$ cat src/rtl/rv_pkg.sv
// Shared definitions for the front end: fetch FSM states, stop causes, widths and
// the base opcodes the control unit decodes.
package rv_pkg;

  localparam int unsigned XLEN = 32;
  localparam int unsigned ILEN = 32;

  typedef enum logic [1:0] {
    StFetch = 2'b00,
    StWait  = 2'b01,
    StHold  = 2'b10,
    StHalt  = 2'b11
  } fetch_state_e;

  localparam logic [1:0] ERR_NONE     = 2'b00;
  localparam logic [1:0] ERR_MISALIGN = 2'b01;
  localparam logic [1:0] ERR_TIMEOUT  = 2'b10;

  localparam logic [6:0] OPC_LOAD   = 7'b0000011;
  localparam logic [6:0] OPC_OP_IMM = 7'b0010011;
  localparam logic [6:0] OPC_AUIPC  = 7'b0010111;
  localparam logic [6:0] OPC_STORE  = 7'b0100011;
  localparam logic [6:0] OPC_OP     = 7'b0110011;
  localparam logic [6:0] OPC_LUI    = 7'b0110111;
  localparam logic [6:0] OPC_BRANCH = 7'b1100011;
  localparam logic [6:0] OPC_JALR   = 7'b1100111;
  localparam logic [6:0] OPC_JAL    = 7'b1101111;
  localparam logic [6:0] OPC_SYSTEM = 7'b1110011;

endpackage

$ cat src/rtl/fetch_unit_if.sv
// Instruction-memory request/acknowledge bus between the fetch stage and imem.
interface fetch_unit_if;
  import rv_pkg::*;

  logic            imem_req;
  logic [XLEN-1:0] imem_addr;
  logic            imem_ack;
  logic [ILEN-1:0] imem_rdata;

  modport master (
    output imem_req,
    output imem_addr,
    input  imem_ack,
    input  imem_rdata
  );

  modport slave (
    input  imem_req,
    input  imem_addr,
    output imem_ack,
    output imem_rdata
  );

endinterface

$ cat src/rtl/pc_next_gen.sv
// Next-PC selection for an accepted instruction: sequential or branch target, plus
// a flag for a branch target that is not word aligned.
module pc_next_gen
  import rv_pkg::*;
(
  input  logic [XLEN-1:0] pc_i,
  input  logic            branch_taken_i,
  input  logic [XLEN-1:0] branch_target_i,
  output logic [XLEN-1:0] pc_next_o,
  output logic            misalign_o
);

  always_comb begin
    misalign_o = branch_taken_i && (branch_target_i[1:0] != 2'b00);
    // Sequential increment wraps modulo 2^32 by construction.
    pc_next_o  = branch_taken_i ? branch_target_i : pc_i + 32'd4;
  end

endmodule

$ cat src/rtl/fetch_unit.sv
// Fetch stage: owns the PC, fetches one word over the imem bus, holds it until the
// decoder accepts it, and stops on a misaligned branch target or an imem timeout.
module fetch_unit
  import rv_pkg::*;
#(
  parameter logic [XLEN-1:0] RESET_PC = 32'h0000_0000,
  parameter int unsigned     TIMEOUT  = 16
) (
  input  logic             clk,
  input  logic             rst,
  fetch_unit_if.master     imem,
  output logic [ILEN-1:0]  instr_o,
  output logic [XLEN-1:0]  pc_o,
  output logic             instr_valid_o,
  input  logic             instr_ready_i,
  input  logic             branch_taken_i,
  input  logic [XLEN-1:0]  branch_target_i,
  output logic             halted_o,
  output logic [1:0]       err_code_o
);

  fetch_state_e    state_q, state_d;
  logic [XLEN-1:0] pc_q, pc_d;
  logic [ILEN-1:0] instr_q, instr_d;
  logic [7:0]      cnt_q, cnt_d;
  logic            halted_q, halted_d;
  logic [1:0]      err_q, err_d;

  logic [XLEN-1:0] pc_next;
  logic            misalign;
  logic [7:0]      cnt_inc;

  pc_next_gen u_pc_next_gen (
    .pc_i            (pc_q),
    .branch_taken_i  (branch_taken_i),
    .branch_target_i (branch_target_i),
    .pc_next_o       (pc_next),
    .misalign_o      (misalign)
  );

  assign cnt_inc = cnt_q + 8'd1;

  always_comb begin
    state_d  = state_q;
    pc_d     = pc_q;
    instr_d  = instr_q;
    cnt_d    = cnt_q;
    halted_d = halted_q;
    err_d    = err_q;
    unique case (state_q)
      // Counter is zero in FETCH, so the first miss makes it 1 and every
      // request cycle without an ack counts toward the timeout.
      StFetch, StWait: begin
        if (imem.imem_ack) begin
          instr_d = imem.imem_rdata;
          cnt_d   = '0;
          state_d = StHold;
        end else if (cnt_inc == 8'(TIMEOUT)) begin
          cnt_d    = cnt_inc;
          halted_d = 1'b1;
          err_d    = ERR_TIMEOUT;
          state_d  = StHalt;
        end else begin
          cnt_d   = cnt_inc;
          state_d = StWait;
        end
      end
      StHold: begin
        if (instr_ready_i) begin
          if (misalign) begin
            halted_d = 1'b1;
            err_d    = ERR_MISALIGN;
            state_d  = StHalt;
          end else begin
            pc_d    = pc_next;
            state_d = StFetch;
          end
        end
      end
      StHalt: begin
        state_d = StHalt;
      end
      default: begin
        state_d = StHalt;
      end
    endcase
  end

  always_ff @(posedge clk) begin
    if (rst) begin
      state_q  <= StFetch;
      pc_q     <= RESET_PC;
      instr_q  <= '0;
      cnt_q    <= '0;
      halted_q <= 1'b0;
      err_q    <= ERR_NONE;
    end else begin
      state_q  <= state_d;
      pc_q     <= pc_d;
      instr_q  <= instr_d;
      cnt_q    <= cnt_d;
      halted_q <= halted_d;
      err_q    <= err_d;
    end
  end

  // Request is suppressed during the reset cycle so an abandoned fetch never leaks.
  assign imem.imem_req  = !rst && ((state_q == StFetch) || (state_q == StWait));
  assign imem.imem_addr = pc_q;
  assign instr_o        = instr_q;
  assign pc_o           = pc_q;
  assign instr_valid_o  = (state_q == StHold);
  assign halted_o       = halted_q;
  assign err_code_o     = err_q;

endmodule

$ cat src/flat_wrapper.sv
// flat-port wrapper written by rule: the top's interface ports become plain ports
module fetch_unit_flat import rv_pkg::*;
#(
  parameter logic [XLEN-1:0] RESET_PC = 32'h0000_0000,
  parameter int unsigned     TIMEOUT  = 16
)
  (clk, rst, instr_o, pc_o, instr_valid_o, instr_ready_i, branch_taken_i, branch_target_i, halted_o, err_code_o, imem_imem_req, imem_imem_addr, imem_imem_ack, imem_imem_rdata);
  fetch_unit_if imem_i ();
  input  logic clk;
  input  logic rst;
  output logic [ILEN-1:0] instr_o;
  output logic [XLEN-1:0] pc_o;
  output logic instr_valid_o;
  input  logic instr_ready_i;
  input  logic branch_taken_i;
  input  logic [XLEN-1:0] branch_target_i;
  output logic halted_o;
  output logic [1:0] err_code_o;
  output wire logic [$bits(imem_i.imem_req)-1:0] imem_imem_req;
  output wire logic [$bits(imem_i.imem_addr)-1:0] imem_imem_addr;
  input wire logic [$bits(imem_i.imem_ack)-1:0] imem_imem_ack;
  input wire logic [$bits(imem_i.imem_rdata)-1:0] imem_imem_rdata;
  assign imem_imem_req = imem_i.imem_req;
  assign imem_imem_addr = imem_i.imem_addr;
  assign imem_i.imem_ack = imem_imem_ack;
  assign imem_i.imem_rdata = imem_imem_rdata;
  fetch_unit #(.RESET_PC(RESET_PC), .TIMEOUT(TIMEOUT)) u_core (.clk(clk), .rst(rst), .imem(imem_i), .instr_o(instr_o), .pc_o(pc_o), .instr_valid_o(instr_valid_o), .instr_ready_i(instr_ready_i), .branch_taken_i(branch_taken_i), .branch_target_i(branch_target_i), .halted_o(halted_o), .err_code_o(err_code_o));
endmodule
$ cat config.mk
export PLATFORM = sky130hd
export DESIGN_NAME = fetch_unit_flat
export DESIGN_NICKNAME = d
export VERILOG_FILES = /design/src/rtl/rv_pkg.sv /design/src/rtl/fetch_unit_if.sv /design/src/rtl/pc_next_gen.sv /design/src/rtl/fetch_unit.sv /design/src/flat_wrapper.sv
export SDC_FILE = /design/constraint.sdc
export NUM_CORES = 1
export LEC_CHECK = 0
export CAP_MARGIN = 30
export CELL_PAD_IN_SITES_DETAIL_PLACEMENT = 1
export CELL_PAD_IN_SITES_GLOBAL_PLACEMENT = 1
export CORE_ASPECT_RATIO = 1.1
export CORE_MARGIN = 1.5
export CORE_UTILIZATION = 33
export DETAILED_ROUTE_END_ITERATION = 8
export PLACE_DENSITY_LB_ADDON = 0.1
export SYNTH_ARGS = -nofsm -noshare
export SYNTH_HDL_FRONTEND = slang
export SYNTH_SLANG_ARGS = --single-unit
export TNS_END_PERCENT = 20
$ cat constraint.sdc
create_clock -name clk -period 6 [get_ports clk]
set_input_delay 1.2 -clock clk [delete_from_list [all_inputs] [get_ports clk]]
set_output_delay 1.2 -clock clk [all_outputs]
set_load 0.03 [all_outputs]
==> impl_metrics.toml, run 1 <==
[detailed_routing]
totalWireLength_mm = 14.4
via_per_inst = 5.39
drc = 0
postRouteAntennaNets = 0
avgRoutedWirePerCell_microns = 18.0
drt_pass1_iterations = 5
vias = 4316
drt_iter0_markers = 155

[global_routing]
grt_pass1_vias = 4499
grt_pass1_wl_mm = 22.7
grt_max_degree = 71
antenna_found_initial = 0
grt-ovfl-total = 0
groute.usage.overall_pct = 22.4

[timing]
slew_headroom_pct = 42.5
rsz0062_at_grt = "false"
post-route-period-util_pct = 57.0
finalSetupViolations = 0
timing.final.ws_setup_ns = 2.58
drv_slew = 0
finalSetupTns_ns = 0
final-hold-violation-count = 0
fin_crit_ns = 3.42
tightest_slew_ns = 0.859
timing.fmax_mhz = 292
fin_skew_ns = 0.00515

[cts]
cts_buffer_depth = 2
cts_hold_buf = 0
cts_sinks = 77
ctsResizeCount = 0
post_cts_buffers = 0
cts_tree = "yes"
clk_latency_ns = 0.34
cts.clk_slew.worst_paths_ns = 0.06
root_buffer = "clkbuf_16"
cts_inserted_buffers = 9
h-tree-depth = 3

[pwr]
power_frac_seq_pct = 40.1
total_power_mw = 1.37
p_comb_share_pct = 16.4
sw_frac_of_total_pct = 27.2
ir_worst_vdd_uv = 175
power_switching_uw = 374
p_leak_nw = 2.01
clockPowerShare_pct = 43.5
powerDensity_mw_per_mm2 = 233
internal_power_uw = 1000

[floorplan]
die_y_microns = 120
fp-row-count = 42
io_pins = 170
initial_core_util_pct = 33.9
core_sq_mm = 0.0120
fp.dieW_microns = 109
dieArea_sq_mm = 0.0130

[finish]
final_nets = 714
seq_area_sq_mm = 0.00154
multi_input_area_sq_mm = 0.00208
mostFrequentLayoutCell = "clkdlybuf4s50_1"
final_cell_mix = "clkdlybuf4s50_1 (168), nand2_1 (98), dfxtp_1 (77)"
layout-drive-gt1-share_pct = 5.72
n_fill_cell = 1485
diodes = 0
area_growth_pct = 44.3

[critical_path]
required_ns = 6.28
cp-end-kind = "flop"
cp_slowest_cell = "clkdlybuf4s50_1"
slowest_delay_ns = 0.65
crit_buf_inv = 2
path_cells = "clkdlybuf4s50_1, o21a_1, nor2_2, buf_4, nand2_1, a221oi_1, o21a_1"
path_delay_family = "buffers and inverters"
crit_path_max_fanout = 18
critPathLaunch = "branch_taken_i"
crit_path_frequent_cell = "o21a_1"
arrival_ns = 3.70
critPathKind = "primary input to flop"
r2r-start = "u_core.state_q[1]"
start_kind = "primary input"

[placement]
place_hpwl_mm = 10.4
dp_worst_setup_slack_ns = 2.22
gp_congestion = 0.833
io_buffers = 169

[logic_synthesis]
async_flop_share_pct = 0
synthSimpleGateAreaFrac_pct = 26.7
synth_seq_area_share_pct = 37.8
syn_inst = 524
ys_seq_elements = 77
synth.area.top_cells = "dfxtp_1 (38%), nand2_1 (9.0%), a21oi_1 (6.3%), buf_4 (6.1%), nor2_1 (3.7%)"
synthAdderAreaFrac_pct = 0.920
netlist.area_leader.share_pct = 37.8
syn_area_sq_mm = 0.00408
synth-compound-area-share_pct = 20.5
synth_area_leader_cell = "dfxtp_1"
syn-num-nets = 596
synth_edf_count = 0
avgSynthCellArea_sq_um = 7.78
synth_xor_xnor_area_share_pct = 0.859
ys_types = 60
synth_top_family_by_area = "simple AND/OR/NAND/NOR gates"
synthFlopType = "dfxtp_1"
yosysWarnings = 0
synth.area.mux_share_pct = 1.78

[job]
max-cap-violations = 0

[min_path]
holdCritStartpoint = "u_core.instr_o[0]"
worstHoldPathType = "flop to flop"

[run_status]
status = "finished clean"
## synthesized netlist by cell type, types with 3 or more instances
library cell	n
a211oi_1	4
a21oi_1	51
a221oi_1	3
a22o_1	5
a22oi_1	7
a311oi_1	5
a31oi_1	8
a32o_1	3
and3_1	10
buf_4	33
clkbuf_1	24
clkbuf_8	7
dfxtp_1	77
ha_1	3
inv_1	5
mux2i_1	5
nand2_1	98
nand2b_1	4
nand3_1	14
nand4_1	8
nor2_1	40
nor3_1	18
nor4_1	10
o21a_1	5
o21ai_0	24
o22ai_1	3
or2_2	4
or4_1	3
xor2_1	3
## cells by family (layout without fill, tap and decap cells)
kind of cell / after synthesis / in the layout
and+or+nand+nor: 228 / 228
DFF: 77 / 77
muxes: 7 / 7
xor gates and xnor gates: 4 / 4
buffers and inverters: 72 / 195
adders and majority gates: 3 / 3
AOI/OAI and AO/OA: 133 / 133
## area by class of cell
cell class                      instances  area share, %
Inverter                                5          0.319
Clock buffer                            9           3.83
Timing Repair Buffer                  174           29.4
Tap cell                              154           3.27
Sequential cell                        77           26.2
Multi-Input combinational cell        375           35.3
Clock inverter                          7           1.66
## power groups by stage
stage | logic [mW] | clock network [mW] | registers (mW)
floorplan | 0.0887 | 0 | 0.591
global placement | 0.221 | 0 | 0.561
detailed placement | 0.227 | 0 | 0.562
CTS | 0.228 | 0.607 | 0.551
global route | 0.242 | 0.632 | 0.553
finish | 0.225 | 0.597 | 0.551
## metrics by stage
stage / util [%] / area, sq um / hold slack [ns] / std cells
finish: 48.9 / 5880 / 0.453 / 801
detailed placement: 46.2 / 5560 / 0.449 / 785
floorplan: - / 4080 / 0.487 / 524
global route: 48.9 / 5880 / 0.474 / 801
CTS: 48.9 / 5880 / 0.456 / 801
global placement: 46.1 / 5550 / 0.441 / 784
## final timing paths
| check | end | slack, ns | cells after the start |
|---|---|---|---|
| setup / recovery | u_core.imem.imem_addr[20] | 2.58 | 7 |
| hold / removal | u_core.instr_o[0] | 0.45 | 2 |
| setup reg to reg | u_core.imem.imem_addr[20] | 3.22 | 6 |
| hold reg to reg | u_core.instr_o[0] | 0.45 | 2 |
## worst register-to-register path, cell delays in order (launching register included)
cell	delay, ns
dfxtp_1	0.71
nand3b_1	0.36
nor2_2	0.53
buf_4	0.33
nand2_1	0.26
a221oi_1	0.37
o21a_1	0.17
## per-layer routing
metal  vias to the layer above  global-route usage [%]  share of wire [%]
met2                       143                    40.0                 51
li1                       2067                       -                  -
met3                        28                    7.17                7.6
met1                      2078                    23.8                 39
met4                         0                    9.38                2.5
met5                         -                       0                  0
## sequential cells by signal, summed over array words and instances (netlist names)
name	cells
u_core.imem.imem_addr	32
u_core.instr_o	32
u_core.cnt_q	8
u_core.err_code_o	2
u_core.state_q	2
u_core.halted_o	1
Note: power is estimated with default switching activity, not from simulation.
==> run 2, diff against run 1 <==
--- a/config.mk
+++ b/config.mk
@@ -10,7 +10,7 @@
 export CELL_PAD_IN_SITES_GLOBAL_PLACEMENT = 1
 export CORE_ASPECT_RATIO = 1.1
 export CORE_MARGIN = 1.5
-export CORE_UTILIZATION = 33
+export CORE_UTILIZATION = 30
 export DETAILED_ROUTE_END_ITERATION = 8
 export PLACE_DENSITY_LB_ADDON = 0.1
 export SYNTH_ARGS = -nofsm -noshare
==> constraint.sdc (replaced) <==
create_clock -name clk -period 3.3 [get_ports clk]
set_input_delay 0.66 -clock clk [delete_from_list [all_inputs] [get_ports clk]]
set_output_delay 0.66 -clock clk [all_outputs]
set_load 0.03 [all_outputs]
==> run 2 against run 1 <==
Sequential cell count stayed put. Via count up 0.51%. Clock skew grew 0.0035 ns. Final cell count up 1.7%. Clock power up 71%. Setup slack worse by 1.7 ns. Combinational power rose by 86%. Register-to-register slack got worse by 2.3 ns. Critical path type is now flop to output pin. Critical endpoint is now instr_valid_o. Largest power group unchanged.
==> impl_metrics.toml, run 2 (synthesis results as in run 1) <==
[floorplan]
fp-row-count = 44
core_sq_mm = 0.0132
fp.dieW_microns = 114
die_y_microns = 125
initial_core_util_pct = 30.9
io_pins = 170
dieArea_sq_mm = 0.0143

[pwr]
powerDensity_mw_per_mm2 = 412
p_comb_share_pct = 17.2
power_frac_seq_pct = 40.9
ir_worst_vdd_uv = 230
power_switching_uw = 672
sw_frac_of_total_pct = 27.6
p_leak_nw = 2.02
internal_power_mw = 1.76
clockPowerShare_pct = 41.9

[global_routing]
groute.usage.overall_pct = 20.7
grt_pass1_vias = 4580
grt_pass1_wl_mm = 23.5
grt-ovfl-total = 0
grt_max_degree = 70
antenna_found_initial = 0

[run_status]
status = "finished clean"

[cts]
clk_latency_ns = 0.35
cts_sinks = 77
cts_buffer_depth = 2
cts_tree = "yes"
cts.clk_slew.worst_paths_ns = 0.06
cts_inserted_buffers = 9
root_buffer = "clkbuf_16"
ctsResizeCount = 0
h-tree-depth = 3
post_cts_buffers = 0
cts_hold_buf = 0

[timing]
timing.fmax_mhz = 409
post-route-period-util_pct = 74.1
final-hold-violation-count = 0
fin_skew_ns = 0.00864
rsz0062_at_grt = "false"
drv_slew = 0
tightest_slew_ns = 0.790
fin_hold_ws_ns = 0.456
slew_headroom_pct = 47.3
finalSetupTns_ns = 0
fin_crit_ns = 2.44
finalSetupViolations = 0

[critical_path]
crit_path_max_fanout = 17
required_ns = 2.64
critPathKind = "flop to output pin"
cp-end-kind = "output pin"
start_kind = "flop"
arrival_ns = 1.78

[finish]
final_nets = 721
mostFrequentLayoutCell = "clkdlybuf4s50_1"
final_cell_mix = "clkdlybuf4s50_1 (168), nand2_1 (98), dfxtp_1 (77)"
layout-drive-gt1-share_pct = 6.57
final_core_util_pct = 44.8
area_growth_pct = 45.1
diodes = 0

[min_path]
worstHoldPathType = "flop to flop"

[placement]
place_hpwl_mm = 10.6
io_buffers = 169
gp_congestion = 0.786

[job]
max-cap-violations = 0

[detailed_routing]
drt_pass1_iterations = 4
avgRoutedWirePerCell_microns = 17.9
drt_iter0_markers = 191
postRouteAntennaNets = 0
drc = 0
vias = 4338
totalWireLength_mm = 14.6
via_per_inst = 5.32
run 2: path summary, 6_finish.rpt:
path                       startpoint                         to  slack, ns  cells past startpoint
max                 u_core.state_q[1]              instr_valid_o       0.86                      3
min                u_core.instr_o[30]         u_core.instr_o[30]       0.46                      2
max reg2reg  u_core.imem.imem_addr[2]  u_core.imem.imem_addr[18]       0.94                      6
min reg2reg        u_core.instr_o[30]         u_core.instr_o[30]       0.46                      2
run 2: through the flow:
step	instance area (sq um)	setup slack [ns]	power, mW	instances
after floorplan	4080	1.14	1.24	524
after global placement	5620	0.731	1.43	799
after detailed placement	5620	0.623	1.44	799
after CTS	5920	0.833	2.47	815
after global routing	5920	0.717	2.54	815
final	5920	0.855	2.44	815
run 2: critical path, cell delays in order, from the launching register on:
cell	delay, ns
dfxtp_1	0.30
buf_4	0.21
nor2b_1	0.20
clkdlybuf4s50_1	0.73
run 2: area by class of cell:
class	count	area, sq um
Fill cell	1595	7290
Multi-Input combinational cell	375	2080
Timing Repair Buffer	181	1780
Sequential cell	77	1540
Clock buffer	11	243
Tap cell	161	201
Clock inverter	5	60.1
Inverter	5	18.8
run 2: per-layer routing:
layer  GRT usage [%]  part of all wire, %  up-vias  routed length [microns]
met5               0                    0        -                        0
met4            9.41                  2.7        0                      387
met3            6.59                  7.5       24                     1100
met2            35.9                   50      144                     7320
met1            23.0                   40     2089                     5790
li1                -                    -     2081                        -
run 2: power groups by stage:
stage	clock, mW	combinational, mW	sequential [mW]
floorplan	0	0.161	1.08
global placement	0	0.416	1.02
detailed placement	0	0.421	1.02
CTS	1.05	0.424	0.998
global route	1.08	0.452	1.00
finish	1.02	0.419	0.997
